===== src/rtl/dout_pkg.sv =====
// Shared definitions for the dut result stream and the output pair packer.
package dout_pkg;

    localparam int unsigned W_RES = 11;

    typedef logic [W_RES-1:0] result_t;

    typedef enum logic [1:0] {
        IDLE     = 2'd0,
        HAVE_ONE = 2'd1,
        OUT      = 2'd2
    } pk_state_t;

endpackage


===== src/rtl/pkr_fifo.sv =====
// Small synchronous FIFO with a registered occupancy count and registered full/empty flags.
module pkr_fifo #(
    parameter int unsigned DEPTH = 4,
    parameter int unsigned W     = 11
) (
    input  logic         clk,
    input  logic         rst,
    input  logic         push,
    input  logic [W-1:0] din,
    input  logic         pop,
    output logic [W-1:0] dout,
    output logic         full,
    output logic         empty
);

    localparam int unsigned AW = (DEPTH > 1) ? $clog2(DEPTH) : 1;
    localparam int unsigned CW = $clog2(DEPTH + 1);

    logic [W-1:0]  mem [DEPTH];
    logic [AW-1:0] wr_ptr;
    logic [AW-1:0] rd_ptr;
    logic [CW-1:0] count;
    logic [CW-1:0] count_nxt;
    logic          push_ok;
    logic          pop_ok;

    // A full FIFO refuses pushes even when a pop frees a slot on the same edge.
    assign push_ok = push && !full;
    assign pop_ok  = pop && !empty;
    assign dout    = mem[rd_ptr];

    always_comb begin
        count_nxt = count;
        if (push_ok && !pop_ok) begin
            count_nxt = count + CW'(1);
        end else if (!push_ok && pop_ok) begin
            count_nxt = count - CW'(1);
        end
    end

    always_ff @(posedge clk or posedge rst) begin
        if (rst) begin
            wr_ptr <= '0;
            rd_ptr <= '0;
            count  <= '0;
            full   <= 1'b0;
            empty  <= 1'b1;
        end else begin
            if (push_ok) wr_ptr <= wr_ptr + AW'(1);
            if (pop_ok)  rd_ptr <= rd_ptr + AW'(1);
            count <= count_nxt;
            full  <= (count_nxt == CW'(DEPTH));
            empty <= (count_nxt == '0);
        end
    end

    always_ff @(posedge clk) begin
        if (push_ok) mem[wr_ptr] <= din;
    end

endmodule


===== src/rtl/dout_pair_packer.sv =====
// Buffers dut results and packs them two per output word, emitting a partial
// word on flush or idle timeout.
module dout_pair_packer
    import dout_pkg::*;
#(
    parameter int unsigned W       = W_RES,
    parameter int unsigned DEPTH   = 4,
    parameter int unsigned TIMEOUT = 16
) (
    input  logic           clk,
    input  logic           rst,
    input  logic           in_vld,
    input  logic [W-1:0]   in_data,
    output logic           in_busy,
    input  logic           flush,
    output logic           out_vld,
    output logic [2*W-1:0] out_data,
    output logic [1:0]     out_cnt,
    input  logic           out_busy,
    output logic [15:0]    word_count
);

    localparam int unsigned CTR_W = (TIMEOUT > 0) ? $clog2(TIMEOUT + 1) : 1;

    pk_state_t    state;
    logic [W-1:0] lo;
    logic [W-1:0] fifo_dout;
    logic         fifo_empty;
    logic         fifo_full;
    logic         pop_c;
    logic         flush_pend;
    logic [CTR_W-1:0] idle_ctr;
    logic         timeout_hit_c;

    pkr_fifo #(
        .DEPTH (DEPTH),
        .W     (W)
    ) u_fifo (
        .clk   (clk),
        .rst   (rst),
        .push  (in_vld),
        .din   (in_data),
        .pop   (pop_c),
        .dout  (fifo_dout),
        .full  (fifo_full),
        .empty (fifo_empty)
    );

    assign in_busy       = fifo_full;
    assign timeout_hit_c = (TIMEOUT != 0) && (idle_ctr == CTR_W'(TIMEOUT));

    // The FSM takes a sample whenever it is not blocked by a held output word.
    always_comb begin
        pop_c = 1'b0;
        case (state)
            IDLE, HAVE_ONE: pop_c = !fifo_empty;
            OUT:            pop_c = !out_busy && !fifo_empty;
            default:        pop_c = 1'b0;
        endcase
    end

    always_ff @(posedge clk or posedge rst) begin
        if (rst) begin
            state      <= IDLE;
            lo         <= '0;
            out_vld    <= 1'b0;
            out_data   <= '0;
            out_cnt    <= 2'd0;
            word_count <= 16'd0;
            idle_ctr   <= '0;
            flush_pend <= 1'b0;
        end else begin
            case (state)
                IDLE: begin
                    if (!fifo_empty) begin
                        lo         <= fifo_dout;
                        idle_ctr   <= '0;
                        state      <= HAVE_ONE;
                        flush_pend <= flush_pend || flush;
                    end else begin
                        // Nothing buffered: a pending or fresh flush has no effect.
                        flush_pend <= 1'b0;
                    end
                end
                HAVE_ONE: begin
                    flush_pend <= flush_pend || flush;
                    if (!fifo_empty) begin
                        out_data <= {fifo_dout, lo};
                        out_cnt  <= 2'd2;
                        out_vld  <= 1'b1;
                        idle_ctr <= '0;
                        state    <= OUT;
                    end else if (flush || flush_pend || timeout_hit_c) begin
                        out_data <= {W'(0), lo};
                        out_cnt  <= 2'd1;
                        out_vld  <= 1'b1;
                        state    <= OUT;
                    end else begin
                        idle_ctr <= idle_ctr + CTR_W'(1);
                    end
                end
                OUT: begin
                    if (!out_busy) begin
                        word_count <= word_count + 16'd1;
                        out_vld    <= 1'b0;
                        out_cnt    <= 2'd0;
                        out_data   <= '0;
                        // A delivered partial word consumes the pending flush.
                        flush_pend <= (out_cnt == 2'd1) ? flush : (flush_pend || flush);
                        if (!fifo_empty) begin
                            lo       <= fifo_dout;
                            idle_ctr <= '0;
                            state    <= HAVE_ONE;
                        end else begin
                            state <= IDLE;
                        end
                    end else begin
                        flush_pend <= flush_pend || flush;
                    end
                end
                default: state <= IDLE;
            endcase
        end
    end

endmodule


===== config.mk =====
export PLATFORM = sky130hd
export DESIGN_NAME = dout_pair_packer
export DESIGN_NICKNAME = d
export VERILOG_FILES = /design/src/rtl/dout_pkg.sv /design/src/rtl/pkr_fifo.sv /design/src/rtl/dout_pair_packer.sv
export SDC_FILE = /design/constraint.sdc
export NUM_CORES = 1
export LEC_CHECK = 0
export ABC_AREA = 1
export CELL_PAD_IN_SITES_DETAIL_PLACEMENT = 1
export CELL_PAD_IN_SITES_GLOBAL_PLACEMENT = 2
export CORE_MARGIN = 1.5
export CORE_UTILIZATION = 25
export CTS_CLUSTER_DIAMETER = 100
export CTS_CLUSTER_SIZE = 14
export DETAILED_ROUTE_END_ITERATION = 8
export GPL_TIMING_DRIVEN = 1
export PLACE_DENSITY_LB_ADDON = 0.1
export SLEW_MARGIN = 20
export SYNTH_ARGS = -nofsm -noshare
export SYNTH_HDL_FRONTEND = slang
export SYNTH_SLANG_ARGS = --single-unit

===== constraint.sdc =====
create_clock -name clk -period 1.9 [get_ports clk]
set_input_delay 0.19 -clock clk [delete_from_list [all_inputs] [get_ports clk]]
set_output_delay 0.19 -clock clk [all_outputs]
set_load 0.05 [all_outputs]

# ---- After elaboration in Yosys (flattened, before gate mapping)
# Memory sizes are Yosys's and may differ from the RTL's.
# Cells that the tools add are included.
dict set report totals {
  reg_bits 69
  mem_bits_rw 44
  in_bits 16
  out_inout_bits 42
  wordCells 88
  memories 1
}
dict set report op_classes {
  add_sub_neg 6
  eq_ne 9
  muxes 35
  bitwise_logic 1
  n_reduce_logical 23
}
# name words width read_ports rd_clocked_by_memory_dff wr line_no
set memory_table {}
lappend memory_table {u_fifo.mem 4 11 1 0 1 pkr_fifo.sv:19} ;# logic [W-1:0] mem [DEPTH];
# cell count
set ops {}
lappend ops {{$mux 22} 3}
lappend ops {{$pmux 22 s2} 1}
lappend ops {{$mux 11} 2}
lappend ops {{$pmux 11 s2} 1}
lappend ops {{$mux 5} 4}
lappend ops {{$add 16x1->16 const B} 1}
lappend ops {{$pmux 5 s3} 1}
lappend ops {{$mux 2} 7}
lappend ops {{$mux 1} 9}
lappend ops {{$reduce_and 3->1} 3}
lappend ops {{$mux 3} 2}
lappend ops {{$ne 3x3->1 const B} 2}
lappend ops {{$pmux 2 s3} 1}
lappend ops {{$add 5x1->5 const B} 1}
lappend ops {{$eq 5x5->1 const B} 1}
lappend ops {{$logic_and 1x1->1} 5}
lappend ops {{$logic_not 1->1} 5}
lappend ops {{$add 2x1->2 const B} 2}
lappend ops {{$eq 2x1->1 const B} 2}
lappend ops {{$ne 2x2->1 const B} 2}
lappend ops {{$pmux 1 s2} 2}
lappend ops {{$pmux 2 s2} 1}
lappend ops {{$reduce_and 2->1} 2}
lappend ops {{$reduce_bool 2->1} 2}
lappend ops {{11 further kinds} 12}

# ---- Longest topological paths before layout
# Gate-level depths: netlist (run 1).
dict set report logic_depth {
  ltp_word 8
  ltp_mapped 12
  depth_no_buf 12
}

# ---- Hierarchy
# A second synthesis (run 1) with hierarchy kept.
dict set report hier_totals {
  cells_unflattened 506
  area_unflattened_um2 5138.7
}
# module instances cells_per_inst area_each_um2 seq_area_each_um2
set modules_own_cells {}
lappend modules_own_cells {dout_pair_packer 1 315 2877.8 1501.4}
lappend modules_own_cells {pkr_fifo 1 191 2260.9 1547.7}

# ---- Worst setup path before layout (run 1)
# No wires, ideal clock.
dict set report synth_timing {
  kind {flip-flop to flip-flop}
  from {reg word_count[0]}
  to {reg word_count[14]}
  setup_time_ps 119
  arrival_ps 1606
  path_slack_ps 174
  path_stages_with_launch 11
  path_buffers 0
  period_less_slack_ps 1726
  cell_sequence {dfrtp_1 -> ha_1 -> nand3_1 -> inv_1 -> nand2_1 -> nor2_2 -> nand2_1 -> nor2_1 -> nand2_1 -> nand2_1 -> nand2_1}
}
dict set report synth_between {
  elab_chain_len 1
}
# element line_no
set synth_rtl {}
lappend synth_rtl {{from (decl)} dout_pair_packer.sv:20} ;# output logic [15:0] word_count
lappend synth_rtl {{from (signal assigned)} dout_pair_packer.sv:104} ;# word_count <= word_count + 16'd1;
lappend synth_rtl {{$add 16x1->16} dout_pair_packer.sv:104}
# No other way between the ends.
# A chain may end at the register's enable or synchronous reset.

# ---- Worst setup path in the final report (run 1)
dict set report layout_timing {
  from {reg word_count[10]}
  to {out word_count[10]}
}
# No word-level cell between the ends.

==> impl_metrics.json, run 1 <==
{
  "status": "finished clean",
  "grt_pass1_wl_um": 19400,
  "start_util_pct": 25.7,
  "synth-seq-cells": 113,
  "vias": 3472,
  "die_area_mm2": 0.0203,
  "start_kind": "flop",
  "finalSetupTns_ns": 0,
  "synthTopCellsByCount": "123 x nand2_1, 68 x dfrtp_1, 46 x nor2_1",
  "cts_tree": "yes",
  "postLayoutCoreUtil_pct": 34.3,
  "ys_warn_count": 0,
  "maxSlewHeadroom_pct": 64.7,
  "hp-class": "in -> async",
  "final_area_mm2": 0.00648,
  "grt_max_degree": 42,
  "pre_cts_ws_ns": 0.0563,
  "hold_viol": 0,
  "critPathCaptureType": "output pin",
  "skew_ns": 0.00787,
  "syn_area_mm2": 0.00486,
  "cellPowerDensity_mw_per_mm2": 1830,
  "r2r_end": "u_fifo.full",
  "worst_slew_pin_slew_ns": 0.529,
  "antenna_found_initial": 0,
  "cp_data_arrival_time_ns": 1.66,
  "wirelength_um": 12000,
  "p_clk_share_pct": 25.0,
  "core_mm2": 0.0189,
  "critPathTopFamily": "buffers and inverters",
  "peakVddDrop_mv": 0.690,
  "ioPinCount": 58,
  "drv_cap": 0,
  "synth_nets": 500,
  "slew_violations": 0,
  "async_reset_ff_share_pct": 61.1,
  "netlist.area_leader.share_pct": 35.0,
  "h-tree-depth": 4,
  "cts_sinks": 113,
  "intPower_mw": 6.85,
  "r2r_cells": 12,
  "rows": 50,
  "synth_most_common_cell": "nand2_1",
  "die_h_um": 142,
  "criticalPathCategory": "reg -> out",
  "synth_edf_count": 44,
  "critPathLaunch": "word_count[10]",
  "cpPeakStageDelay_ns": 0.83,
  "grt_pass1_vias": 3676,
  "switching_share_pct": 42.0,
  "fin_crit_sh_pct": 97.1,
  "finalSetupViolCount": 0,
  "clkTransAtPathRegs_ns": 0.05,
  "post_dp_cell_area_mm2": 0.00589,
  "worstPathCellList": "clkdlybuf4s50_1",
  "drt_iter0_drc": 63,
  "dieWidth_um": 142,
  "comb_power_share_pct": 43.5,
  "synth_top_area_cell": "dfrtp_1",
  "clk_latency_ns": 0.42,
  "fin_nets": 585,
  "syn_inst": 470,
  "p_switching_mw": 4.97,
  "multi_input_area_mm2": 0.00162,
  "layout-area-overhead-vs-synth_pct": 33.2,
  "r2r-start": "state[1]",
  "critPathBufInv": 1,
  "seq_power_share_pct": 31.5,
  "yosysSeqAreaShare_pct": 62.7,
  "setup_slack_ns": 0.0547,
  "fmax_mhz": 542,
  "port_buffers": 57,
  "finalNonFillerCells": 828,
  "min_period_ns": 1.85,
  "dp.cells": 796,
  "p_leak_nw": 2.89,
  "drt.antenna.violating_nets": 0,
  "route.detailed.drc": 0,
  "yosys-top-cells-area": "dfrtp_1 35%, edfxtp_1 27%, nand2_1 9.5%",
  "routedWlPerCell_um": 14.5,
  "synth.distinct_cells": 33,
  "numCtsBuffers": 17,
  "hpwl_um": 8470,
  "timing.hold.ws_ns": 0.108,
  "grt.total_usage_pct": 12.9,
  "postCtsSetupBuffers": 0,
  "grt-ovfl-total": 0,
  "ys.flop_type": "dfrtp_1",
  "layout-drive-gt1-share_pct": 12.5,
  "syn_avg_cell_area_um2": 10.3,
  "gp_congestion": 0.694,
  "drtPass1Iterations": 4,
  "n_antenna_cell": 0,
  "viasPerCell": 4.19,
  "seq_area_mm2": 0.00305,
  "cp.required_ns": 1.71,
  "root_buffer": "clkbuf_16",
  "cp_max_fo": 4,
  "total_power_mw": 11.8,
  "slowest_stage": "clkdlybuf4s50_1",
  "cts_buffer_depth": 2,
  "nFillCells": 2143,
  "r2r_slack_ns": 0.19
}
power groups by stage:
stage | clock (mW) | sequential [mW] | combinational (mW)
floorplan | 0 | 4.66 | 2.42
global placement | 0 | 3.77 | 5.20
detailed placement | 0 | 3.79 | 5.26
CTS | 3.07 | 3.74 | 5.28
global route | 3.16 | 3.83 | 5.74
finish | 2.96 | 3.72 | 5.14
flip-flops by register name, summed over array words and instances, names as in the netlist, 2 cells and up:
| name | flops |
|---|---|
| out_cnt | 2 |
| u_fifo.rd_ptr | 2 |
| out_data | 22 |
| word_count | 16 |
| state | 2 |
| u_fifo.count | 3 |
| u_fifo.wr_ptr | 2 |
| u_fifo.mem | 44 |
| idle_ctr | 5 |
| lo | 11 |
worst max-delay path by stage:
stage	endpoint	cells past startpoint
floorplan	word_count[14]	10
global placement	word_count[14]	11
detailed placement	word_count[14]	11
CTS	word_count[11]	1
global route	u_fifo.full	12
finish	word_count[10]	1
placed cells by master, fill, tap and decap left out, types with 2 or more instances in the layout:
master,Yosys,final
a21oi_1,3,3
and2_1,2,2
buf_12,0,2
buf_4,0,19
clkbuf_16,0,17
clkbuf_8,0,2
clkdlybuf4s50_1,0,50
clkinv_4,0,3
clkinvlp_4,0,6
dfrtp_1,68,68
dlymetal6s2s_1,0,5
edfxtp_1,44,44
ha_1,14,13
inv_1,43,42
inv_2,2,2
inv_6,0,4
mux2_1,10,10
nand2_1,123,123
nand2_2,4,4
nand3_1,17,17
nand3b_1,3,3
nand4_1,6,6
nor2_1,46,45
nor2_4,1,2
nor3_1,2,2
o21ai_0,34,34
o22ai_1,11,11
xnor2_1,4,4
xor2_1,11,11
cell families after synthesis:
family / after synthesis / share of synthesized area (%)
AO/OA/AOI/OAI: 52 / 5.89
XOR/XNOR: 15 / 2.70
AND/OR/NAND/NOR: 209 / 18.1
buffers and inverters: 56 / 4.43
multiplexers: 11 / 2.55
flip-flops: 113 / 62.7
adder cells (fa/ha/maj): 14 / 3.60
routing by layer:
layer	vias up	track usage, %	part of all wire [%]
met5	-	0	0
met4	0	5.37	1.3
met3	13	3.63	2.9
met2	40	21.6	49
met1	1710	15.6	47
li1	1709	-	-
timing repair:
action	4_1_cts	5_1_grt
resized for setup	1	9
hold buffers	0	0
endpoints found under the setup margin	1	10
area by class of cell:
class	count	area share [%]
clock inverter	13	1.60
timing repair buffer	77	11.6
inverter	45	2.67
tap	260	5.02
sequential	113	47.1
clock buffer	19	6.99
multi-input combinational	301	25.0
Power figures use the tool's default switching activity.
==> inputs of run 2 (changes only) <==
--- a/config.mk
+++ b/config.mk
@@ -9,12 +9,13 @@
 export CELL_PAD_IN_SITES_DETAIL_PLACEMENT = 1
 export CELL_PAD_IN_SITES_GLOBAL_PLACEMENT = 2
 export CORE_MARGIN = 1.5
-export CORE_UTILIZATION = 25
+export CORE_UTILIZATION = 32
 export CTS_CLUSTER_DIAMETER = 100
 export CTS_CLUSTER_SIZE = 14
 export DETAILED_ROUTE_END_ITERATION = 8
 export GPL_TIMING_DRIVEN = 1
 export PLACE_DENSITY_LB_ADDON = 0.1
+export RECOVER_POWER = 100
 export SLEW_MARGIN = 20
 export SYNTH_ARGS = -nofsm -noshare
 export SYNTH_HDL_FRONTEND = slang
==> impl_metrics.json, run 2 (synthesis gave the netlist of run 1 again) <==
{
  "grt_max_degree": 70,
  "viasPerCell": 4.55,
  "clk_latency_ns": 0.41,
  "cpPeakStageDelay_ns": 0.82,
  "die_h_um": 126,
  "slowest_stage": "clkdlybuf4s50_1",
  "layout-area-overhead-vs-synth_pct": 31.5,
  "largest_reg_flops": 44,
  "core_mm2": 0.0147,
  "fin_nets": 582,
  "fmax_mhz": 546,
  "h-tree-depth": 4,
  "finalNonFillerCells": 749,
  "cts_tree": "yes",
  "met1Wirelength_um": 5450,
  "dp.cells": 716,
  "n_antenna_cell": 0,
  "wl_met2_um": 4800,
  "maxSlewHeadroom_pct": 35.0,
  "cp_data_arrival_time_ns": 1.64,
  "critPathLaunch": "word_count[11]",
  "status": "finished clean",
  "cts_buffer_depth": 2,
  "cp.required_ns": 1.71,
  "vias": 3410,
  "grt_pass1_vias": 3442,
  "grt-ovfl-total": 0,
  "ctsHoldBuffers": 0,
  "cts_sinks": 113,
  "slew_violations": 0,
  "fin_crit_sh_pct": 96.4,
  "p_leak_nw": 2.84,
  "drtPass1Iterations": 4,
  "timing.hold.ws_ns": 0.472,
  "rows": 44,
  "wl_met3_um": 354,
  "top_regs": "u_fifo.mem x44, out_data x22, word_count x16",
  "final_cell_mix": "123 x nand2_1, 68 x dfrtp_1, 44 x edfxtp_1, 43 x nor2_1, 42 x clkdlybuf4s50_1",
  "top_layer": "met4",
  "gp_congestion": 0.711,
  "die_area_mm2": 0.0159,
  "start_util_pct": 33.1,
  "port_buffers": 57,
  "ioPinCount": 58,
  "numCtsBuffers": 17,
  "criticalPathCategory": "reg -> out",
  "r2r-start": "state[0]",
  "final_area_mm2": 0.00639,
  "drt_iter0_drc": 117,
  "skew_ns": 0.00332,
  "dieWidth_um": 126,
  "hp-class": "reg -> reg",
  "hold_viol": 0,
  "final_common_cell": "nand2_1",
  "top_register": "u_fifo.mem",
  "finalSetupViolCount": 0,
  "start_kind": "flop",
  "critPathBufInv": 1,
  "critPathCaptureType": "output pin",
  "wirelength_um": 10700,
  "hp-start": "out_data[13]",
  "drv_cap": 0,
  "layout-drive-gt1-share_pct": 12.0,
  "antenna_found_initial": 0,
  "routedWlPerCell_um": 14.3,
  "cellPowerDensity_mw_per_mm2": 1880,
  "cp_max_fo": 4,
  "min_period_ns": 1.83,
  "hpwl_um": 7320,
  "critPathTopFamily": "buffers and inverters",
  "worstPathCellList": "clkdlybuf4s50_1",
  "grt.total_usage_pct": 14.6,
  "worst_slew_pin_slew_ns": 0.975,
  "peakVddDrop_mv": 0.710,
  "root_buffer": "clkbuf_16",
  "grt_pass1_wl_um": 17700,
  "route.detailed.drc": 0,
  "post_dp_cell_area_mm2": 0.00575,
  "drt.antenna.violating_nets": 0,
  "clkTransAtPathRegs_ns": 0.05
}
[run 2: worst min-delay path: stages (launching register included)]
cell,delay [ns]
dfrtp_1,0.34
nand2_1,0.05
nand2_1,0.05
[run 2: where the power goes]
group	total, mW	switching [mW]	internal (mW)
sequential	3.72	0.398	3.33
combinational	4.87	3.25	1.62
clock	3.44	1.13	2.31
total	12.0	4.78	7.25
[run 2: layout make-up]
type | instances | area (um2)
flip-flops and latches | 113 | 3050
inverters | 45 | 173
well taps | 184 | 230
fillers | 1607 | 8300
clock inverters | 15 | 216
clock buffers | 17 | 425
multi-input cells | 301 | 1630
repair buffers | 74 | 669
[run 2: per-layer routing]
metal	vias to the layer above	track usage (%)
met2	47	22.3
met1	1644	19.4
met3	12	4.67
met4	0	5.68
li1	1707	-
met5	-	0
[run 2: path summary, 6_finish.rpt]
kind,cells past startpoint,to,slack (ns)
setup / recovery,1,word_count[11],0.07
setup reg to reg,13,u_fifo.full,0.17
hold / removal,2,out_data[13],0.47
min in group asynchronous,3,word_count[8],0.61
hold reg to reg,2,out_data[13],0.47
max in group asynchronous,3,lo[3],0.67
[run 2: per-stage QoR]
step           total power [mW]  utilization, %  worst slack, ns  setup TNS (ns)
6_report                   12.0            43.5           0.0693               0
3_5_place_dp               8.74            39.1          -0.0288          -0.112
4_1_cts                    12.3            43.5           0.0128               0
3_3_place_gp               8.63            39.1         -0.00761         -0.0168
2_1_floorplan              7.08               -            0.174               0
5_1_grt                    12.9            43.5         -0.00101        -0.00101
[run 2: repair_timing]
| item | in CTS | in global routing |
|---|---|---|
| gates resized for setup | 1 | 11 |
| buffers inserted | 0 | 1 |
| setup endpoints to repair | 12 | 11 |
| pin swaps | 0 | 1 |
==> inputs of run 3 (changes only) <==
--- a/config.mk
+++ b/config.mk
@@ -13,7 +13,7 @@
 export CTS_CLUSTER_DIAMETER = 100
 export CTS_CLUSTER_SIZE = 14
 export DETAILED_ROUTE_END_ITERATION = 8
-export GPL_TIMING_DRIVEN = 1
+export GPL_TIMING_DRIVEN = 0
 export PLACE_DENSITY_LB_ADDON = 0.1
 export RECOVER_POWER = 100
 export SLEW_MARGIN = 20
==> impl_metrics.json, run 3 (synthesis gave the netlist of run 1 again) <==
{
  "largest_reg_flops": 44,
  "cp_data_arrival_time_ns": 1.64,
  "hpwl_um": 7740,
  "n_antenna_cell": 0,
  "dieWidth_um": 126,
  "gp_congestion": 0.732,
  "nFillCells": 1617,
  "port_buffers": 57,
  "die_area_mm2": 0.0159,
  "fin_nets": 579,
  "total_power_mw": 11.9,
  "critPathLaunch": "word_count[4]",
  "numCtsBuffers": 17,
  "antenna_found_initial": 0,
  "timing.hold.ws_ns": 0.325,
  "grt-ovfl-total": 0,
  "drt.antenna.violating_nets": 0,
  "criticalPathCategory": "reg -> out",
  "grt_pass1_vias": 3657,
  "min_period_ns": 1.83,
  "top_regs": "u_fifo.mem x44, out_data x22, word_count x16",
  "cts_sinks": 113,
  "r2r_cells": 7,
  "cp_max_fo": 4,
  "fin_crit_sh_pct": 96.5,
  "route.detailed.drc": 0,
  "wirelength_um": 11100,
  "crit_cells": 1,
  "critPathCaptureType": "output pin",
  "worstPathCellList": "clkdlybuf4s50_1",
  "vias": 3438,
  "viasPerCell": 4.61,
  "final_common_cell": "nand2_1",
  "ioPinCount": 58,
  "rows": 44,
  "p_leak_nw": 2.80,
  "h-tree-depth": 4,
  "final_cell_mix": "123 x nand2_1, 67 x dfrtp_1, 44 x clkdlybuf4s50_1, 44 x edfxtp_1, 41 x inv_1",
  "hp-class": "in -> async",
  "finalSetupViolCount": 0,
  "cpPeakStageDelay_ns": 0.82,
  "drt_iter0_drc": 196,
  "clk_latency_ns": 0.41,
  "start_kind": "flop",
  "r2r-start": "state[1]",
  "clkTransAtPathRegs_ns": 0.06,
  "die_h_um": 126,
  "root_buffer": "clkbuf_16",
  "grt.total_usage_pct": 15.4,
  "status": "finished clean",
  "fmax_mhz": 545,
  "start_util_pct": 33.1,
  "layout-area-overhead-vs-synth_pct": 30.6,
  "cts_tree": "yes",
  "r2r_slack_ns": 0.11,
  "setup_slack_ns": 0.0667,
  "critPathTopFamily": "buffers and inverters",
  "grt_pass1_wl_um": 18700,
  "slowest_stage": "clkdlybuf4s50_1",
  "drtPass1Iterations": 7,
  "crit_path_end": "word_count[4]",
  "worst_slew_pin_slew_ns": 0.774,
  "slew_violations": 0,
  "pre_cts_ws_ns": -0.428,
  "core_mm2": 0.0147,
  "finalNonFillerCells": 746,
  "r2r_end": "lo[0]",
  "skew_ns": 0.00848,
  "drv_cap": 0,
  "hold_viol": 0,
  "grt_max_degree": 34,
  "top_register": "u_fifo.mem",
  "cellPowerDensity_mw_per_mm2": 1870,
  "maxSlewHeadroom_pct": 48.1,
  "critPathBufInv": 1,
  "cts_buffer_depth": 2,
  "cp.required_ns": 1.71,
  "routedWlPerCell_um": 14.8,
  "dp.cells": 713,
  "layout-drive-gt1-share_pct": 11.9,
  "peakVddDrop_mv": 0.774
}
==> run 3: cell types whose count changed in the layout (fill, tap and decap cells not counted), sizes merged <==
cell           delta
clkdlybuf4s50     +2
clkinvlp          -1
clkinv            -3
buf               -7
clkbuf            +1
dlymetal6s2s      +1
bufinv            -3
inv               +7
==> run 3: layout make-up <==
type / count / area [um2] / share of cell area [%]
well taps: 184 / 230 / 3.62
clock inverters: 15 / 175 / 2.76
plain buffers: 11 / 53.8 / 0.847
repair buffers: 60 / 597 / 9.40
multi-input cells: 301 / 1650 / 26.0
flip-flops and latches: 113 / 3050 / 48.0
clock buffers: 17 / 425 / 6.70
inverters: 45 / 170 / 2.68
==> run 3: through the flow <==
stage | setup TNS [ns] | utilization (%) | cell area, um2
6_report | 0 | 43.2 | 6350
5_1_grt | -0.00763 | 43.2 | 6350
4_1_cts | 0 | 43.1 | 6330
3_5_place_dp | -12.20 | 38.9 | 5720
3_3_place_gp | -18.34 | 38.6 | 5670
2_1_floorplan | 0 | - | 4870
==> run 3: power by group <==
part           internal [mW]  total, mW  switching, mW
clock                   1.97       3.20           1.23
combinational           1.62       4.93           3.32
sequential              3.33       3.75          0.417
==> run 3: worst min-delay path by stage <==
stage / startpoint / to
4_1_cts: rst / idle_ctr[0]
6_report: rst / idle_ctr[0]
5_1_grt: rst / idle_ctr[1]
2_1_floorplan: in_data[0] / u_fifo.mem[0][0]
3_5_place_dp: lo[2] / out_data[2]
3_3_place_gp: out_data[19] / out_data[19]
==> run 3: repair_timing <==
item	4_1_cts	5_1_grt
endpoints found under the setup margin	59	38
hold buffers	0	0
gates resized for setup	4	15
buffers inserted	0	1
==> run 3: metal layers <==
metal	share of wire (%)	vias to the layer above	track usage (%)
li1	-	1707	-
met1	49	1678	20.8
met2	47	45	23.9
met3	3.1	8	4.38
met4	1.1	0	5.07
met5	0	-	0
==> edit 1 (flow settings as in run 2) <==
Set the parameter `TIMEOUT` to 32 (it was 16).
--- a/src/rtl/dout_pair_packer.sv
+++ b/src/rtl/dout_pair_packer.sv
@@ -7,3 +7,3 @@
     parameter int unsigned DEPTH   = 4,
-    parameter int unsigned TIMEOUT = 16
+    parameter int unsigned TIMEOUT = 32
 ) (
Behaviour: same outputs for any inputs over 4 cycles, from zero or initial values and one cycle with rst high; that may be too few to reach the edited logic, so the function may still have changed.
==> edit 1 against run 2 <==
  * Area after synthesis rose by 4.3%
  * Synthesized cell count rose by 9.4%
  * Routed wire length rose by 9.8%
  * Worst setup slack got worse by 15 ps
  * Final area rose by 2.3%
  * Combinational power rose by 3%
  * Sequential cell count rose by 1
  * Core utilization fell by 0.81 points
  * Total power rose by 0.13%
  * Cell count rose by 8.9%
  * Global-route usage rose by 1.1 points
==> edit 1: results (changes against run 2) <==
- Fin nets: 622 (+6.9%)
- Detailed Place HPWL: 8130 um (+11%)
- Max_slew headroom: 34.1% (-0.90 points)
- Synth Net Count: 544 (+8.8%)
- Area contributors post-synth: dfrtp_1 34%, edfxtp_1 26%, nand2_1 10%
- Synth top cells by count: 136 x nand2_1, 69 x dfrtp_1, 58 x inv_1
- Vias per Instance: 4.52 (-0.70%)
- Worst flop-to-flop path startpoint: state[1]
- Leak: 2.92 nW (+2.7%)
- Total GRT Usage: 15.7% (+1.1 points)
- Worst Skew: 5.08 ps (+1.77 ps)
- Peak VDD IR: 0.789 mV (+11%)
- Status: finished clean
- Largest net degree at the start of global routing: 71 (+1.4%)
- Pre-CTS setup slack: 75.8 ps (+105 ps)
- DR iter-0 viols: 152 (+30%)
- Hold path startpoint: out_vld
- CP Launch Point: word_count[13]
- Post-synth cell types: 34 (+3.0%)
- Final WL: 11800 um (+9.8%)
- Async S/R FF share, synth: 61.4% (+0.34 points)
- First-pass GRT wire length: 19700 um (+12%)
- Vias in the first global route: 3829 (+11%)
- Gpl congestion: 0.738 (+3.8%)
- Post-synthesis sequential area ratio: 60.6% (-2.1 points)
[edit 1: through the flow]
stage	hold slack (ps)	instances	util [%]	area, um2	setup TNS [ps]
after floorplan	289	514	-	5080	0
after global placement	458	784	39.1	5990	0
after detailed placement	468	784	39.1	5990	0
after CTS	242	816	43.1	6600	0
after global routing	483	816	42.7	6540	-3.67
final	472	816	42.7	6540	0
[edit 1: cells by family after synthesis]
kind of cell	count (synthesis)	synth area share [%]
AND/OR/NAND/NOR	241	21.4
flip-flops	114	60.6
adder cells (fa/ha/maj)	14	3.45
AO/OA/AOI/OAI	55	5.60
XOR/XNOR	18	3.11
buffers and inverters	72	5.85
[edit 1: area by class of cell]
type,instances,area [um2]
Tap cell,211,264
Sequential cell,114,3070
Timing Repair Buffer,73,663
Inverter,58,221
Clock inverter,11,154
Multi-Input combinational cell,328,1700
Fill cell,1746,8780
Clock buffer,21,460
[edit 1: path summary, 6_finish.rpt]
kind	cells past startpoint	slack [ps]	to
max in group asynchronous	3	660	out_data[17]
min in group asynchronous	3	610	word_count[10]
min reg2reg	2	470	out_vld
max	1	50	word_count[13]
min	2	470	out_vld
max reg2reg	6	140	out_data[0]
[edit 1: timing repair]
action,4_1_cts,5_1_grt
buffers inserted,0,0
gates resized for setup,2,9
endpoints found under the setup margin,2,22
pin swaps,0,0
[edit 1: per-layer routing]
metal  GRT usage (%)  up-vias  share of wire [%]
met5               0        -                  0
met4            6.54        0                1.8
met3            4.12       19                3.4
met2            23.8       53                 45
met1            21.3     1795                 50
li1                -     1822                  -
[edit 1: power by group]
group          switching, mW  internal (mW)
Combinational           3.37           1.65
Sequential             0.405           3.35
Clock                   1.14           2.14
Total                   4.92           7.13
==> edit 2 (settings of run 2) <==
Made on the original files. Make the reset (`rst`) synchronous in 2 clocked blocks.
--- a/src/rtl/pkr_fifo.sv
+++ b/src/rtl/pkr_fifo.sv
@@ -40,3 +40,3 @@
 
-    always_ff @(posedge clk or posedge rst) begin
+    always_ff @(posedge clk) begin
         if (rst) begin
--- a/src/rtl/dout_pair_packer.sv
+++ b/src/rtl/dout_pair_packer.sv
@@ -61,3 +61,3 @@
 
-    always_ff @(posedge clk or posedge rst) begin
+    always_ff @(posedge clk) begin
         if (rst) begin
Behaviour: differs if rst is asserted again (counterexample within 4 cycles, from zero or initial values and one cycle with rst high); with rst held inactive, the same outputs for 4 cycles.
==> edit 2 against run 2 <==
  * The flow now finishes with violations (design-rule violations)
  * Final area shrank 1.2%
  * Routed wire length grew 17%
  * First-iteration DRC count grew 50%
  * Cell count grew 8.3%
  * Sequential cell count grew 2
  * Clock power grew 5%
  * Clock skew grew 4.9 ps
  * Sequential power shrank 12%
  * Maximum frequency shrank 0.42%
  * Total power shrank 18%
  * Area after synthesis shrank 0.82%
  * Worst setup slack lost 7.7 ps
  * Global-route usage grew 1.8 points
  * Critical endpoint is now word_count[0]
==> edit 2: results (changes against run 2) <==
- Max_slew headroom: 52.0% (+17 points)
- Status: finished with violations
- Leak: 2.42 nW (-15%)
- Register-to-Register Path Depth: 11 (-2)
- Worst min-delay path class: input port to register
- Vias in the first global route: 3969 (+15%)
- Worst Skew: 8.18 ps (+4.87 ps)
- Syn avg cell area: 8.95 um2 (-14%)
- Drt first pass iters: 8 (+4)
- Largest net degree at the start of global routing: 49 (-30%)
- DR DRC count: 4 (+4)
- CP Launch Point: word_count[0]
- Peak VDD IR: 0.775 mV (+9.1%)
- Ys flop type: dfxtp_1
- Synth top cells by count: 96 x nand2_1, 71 x dfxtp_1, 58 x a21oi_1
- Final WL: 12500 um (+17%)
- First-pass GRT wire length: 20200 um (+14%)
- Post-Place Cells: 776 (+8.4%)
- Total GRT Usage: 16.4% (+1.8 points)
- Gpl congestion: 0.746 (+5.0%)
- Async S/R FF share, synth: 0% (-61 points)
- Share of post-route cells with drive strength above 1: 11.3% (-0.71 points)
- Worst flop-to-flop path startpoint: state[0]
- Failing checks: design-rule violations
- Post-synth cell types: 28 (-15%)
- Area contributors post-synth: dfxtp_1 29%, edfxtp_1 27%, nand2_1 7.5%
edit 2: changes by cell type in the layout (fill, tap and decap cells not counted), sizes merged, moves of 13 or more:
cell and delta:
a21oi +55, clkdlybuf4s50 -21, dfrtp -68, dfxtp +71
dlygate4sd3 +19, nand2 -26, nand4 +13, nor2 +15
o21ai +14
edit 2: power breakdown:
group	leakage [nW]	switching [mW]	internal, mW
sequential	0.982	0.266	2.99
combinational	1.12	2.04	0.970
clock	0.316	1.16	2.45
edit 2: layout make-up:
type | instances | area share [%]
Timing Repair Buffer | 80 | 11.2
Sequential cell | 115 | 43.4
Inverter | 48 | 2.85
Clock inverter | 14 | 3.70
Multi-Input combinational cell | 352 | 28.4
Clock buffer | 18 | 6.79
Tap cell | 184 | 3.64
edit 2: worst min path at each step:
stage | start | end | slack [ps] | depth (start not counted)
finish | rst | u_fifo.empty | 370 | 3
global route | rst | out_cnt[1] | 390 | 3
global placement | out_data[20] | out_data[20] | 450 | 2
CTS | rst | word_count[13] | 360 | 3
detailed placement | out_data[8] | out_data[8] | 460 | 2
floorplan | in_data[0] | u_fifo.mem[0][0] | 290 | 0
edit 2: timing repair:
item / CTS / global route
endpoints found under the setup margin: 0 / 9
buffers inserted: 0 / 3
resized for setup: 0 / 7
edit 2: logic make-up (layout without fill, tap and decap cells):
group | Yosys count | count (layout) | synth area share [%]
compound gates | 121 | 121 | 13.0
flops | 115 | 115 | 56.9
simple gates | 215 | 215 | 20.1
xor+xnor | 2 | 2 | 0.363
fa+ha+maj | 14 | 14 | 3.63
buf+inv | 72 | 160 | 6.02
edit 2: routing by layer:
| metal | track usage [%] | up-vias | part of all wire (%) |
|---|---|---|---|
| met2 | 26.6 | 53 | 47 |
| met5 | 0 | - | 0.080 |
| li1 | - | 1972 | - |
| met1 | 21.1 | 1923 | 49 |
| met4 | 5.48 | 2 | 0.74 |
| met3 | 4.76 | 12 | 2.9 |
edit 2: stage by stage:
stage / hold WS (ps) / utilization, % / power [mW] / instance area (um2) / setup WS, ps
6_report: 367 / 43.2 / 9.88 / 6320 / 61.6
2_1_floorplan: 289 / - / 5.31 / 4820 / 156
3_3_place_gp: 446 / 38.7 / 6.31 / 5670 / 152
3_5_place_dp: 457 / 38.7 / 6.38 / 5670 / 67.2
5_1_grt: 389 / 43.2 / 10.4 / 6320 / 3.46
4_1_cts: 363 / 43.3 / 10.0 / 6330 / 0.636
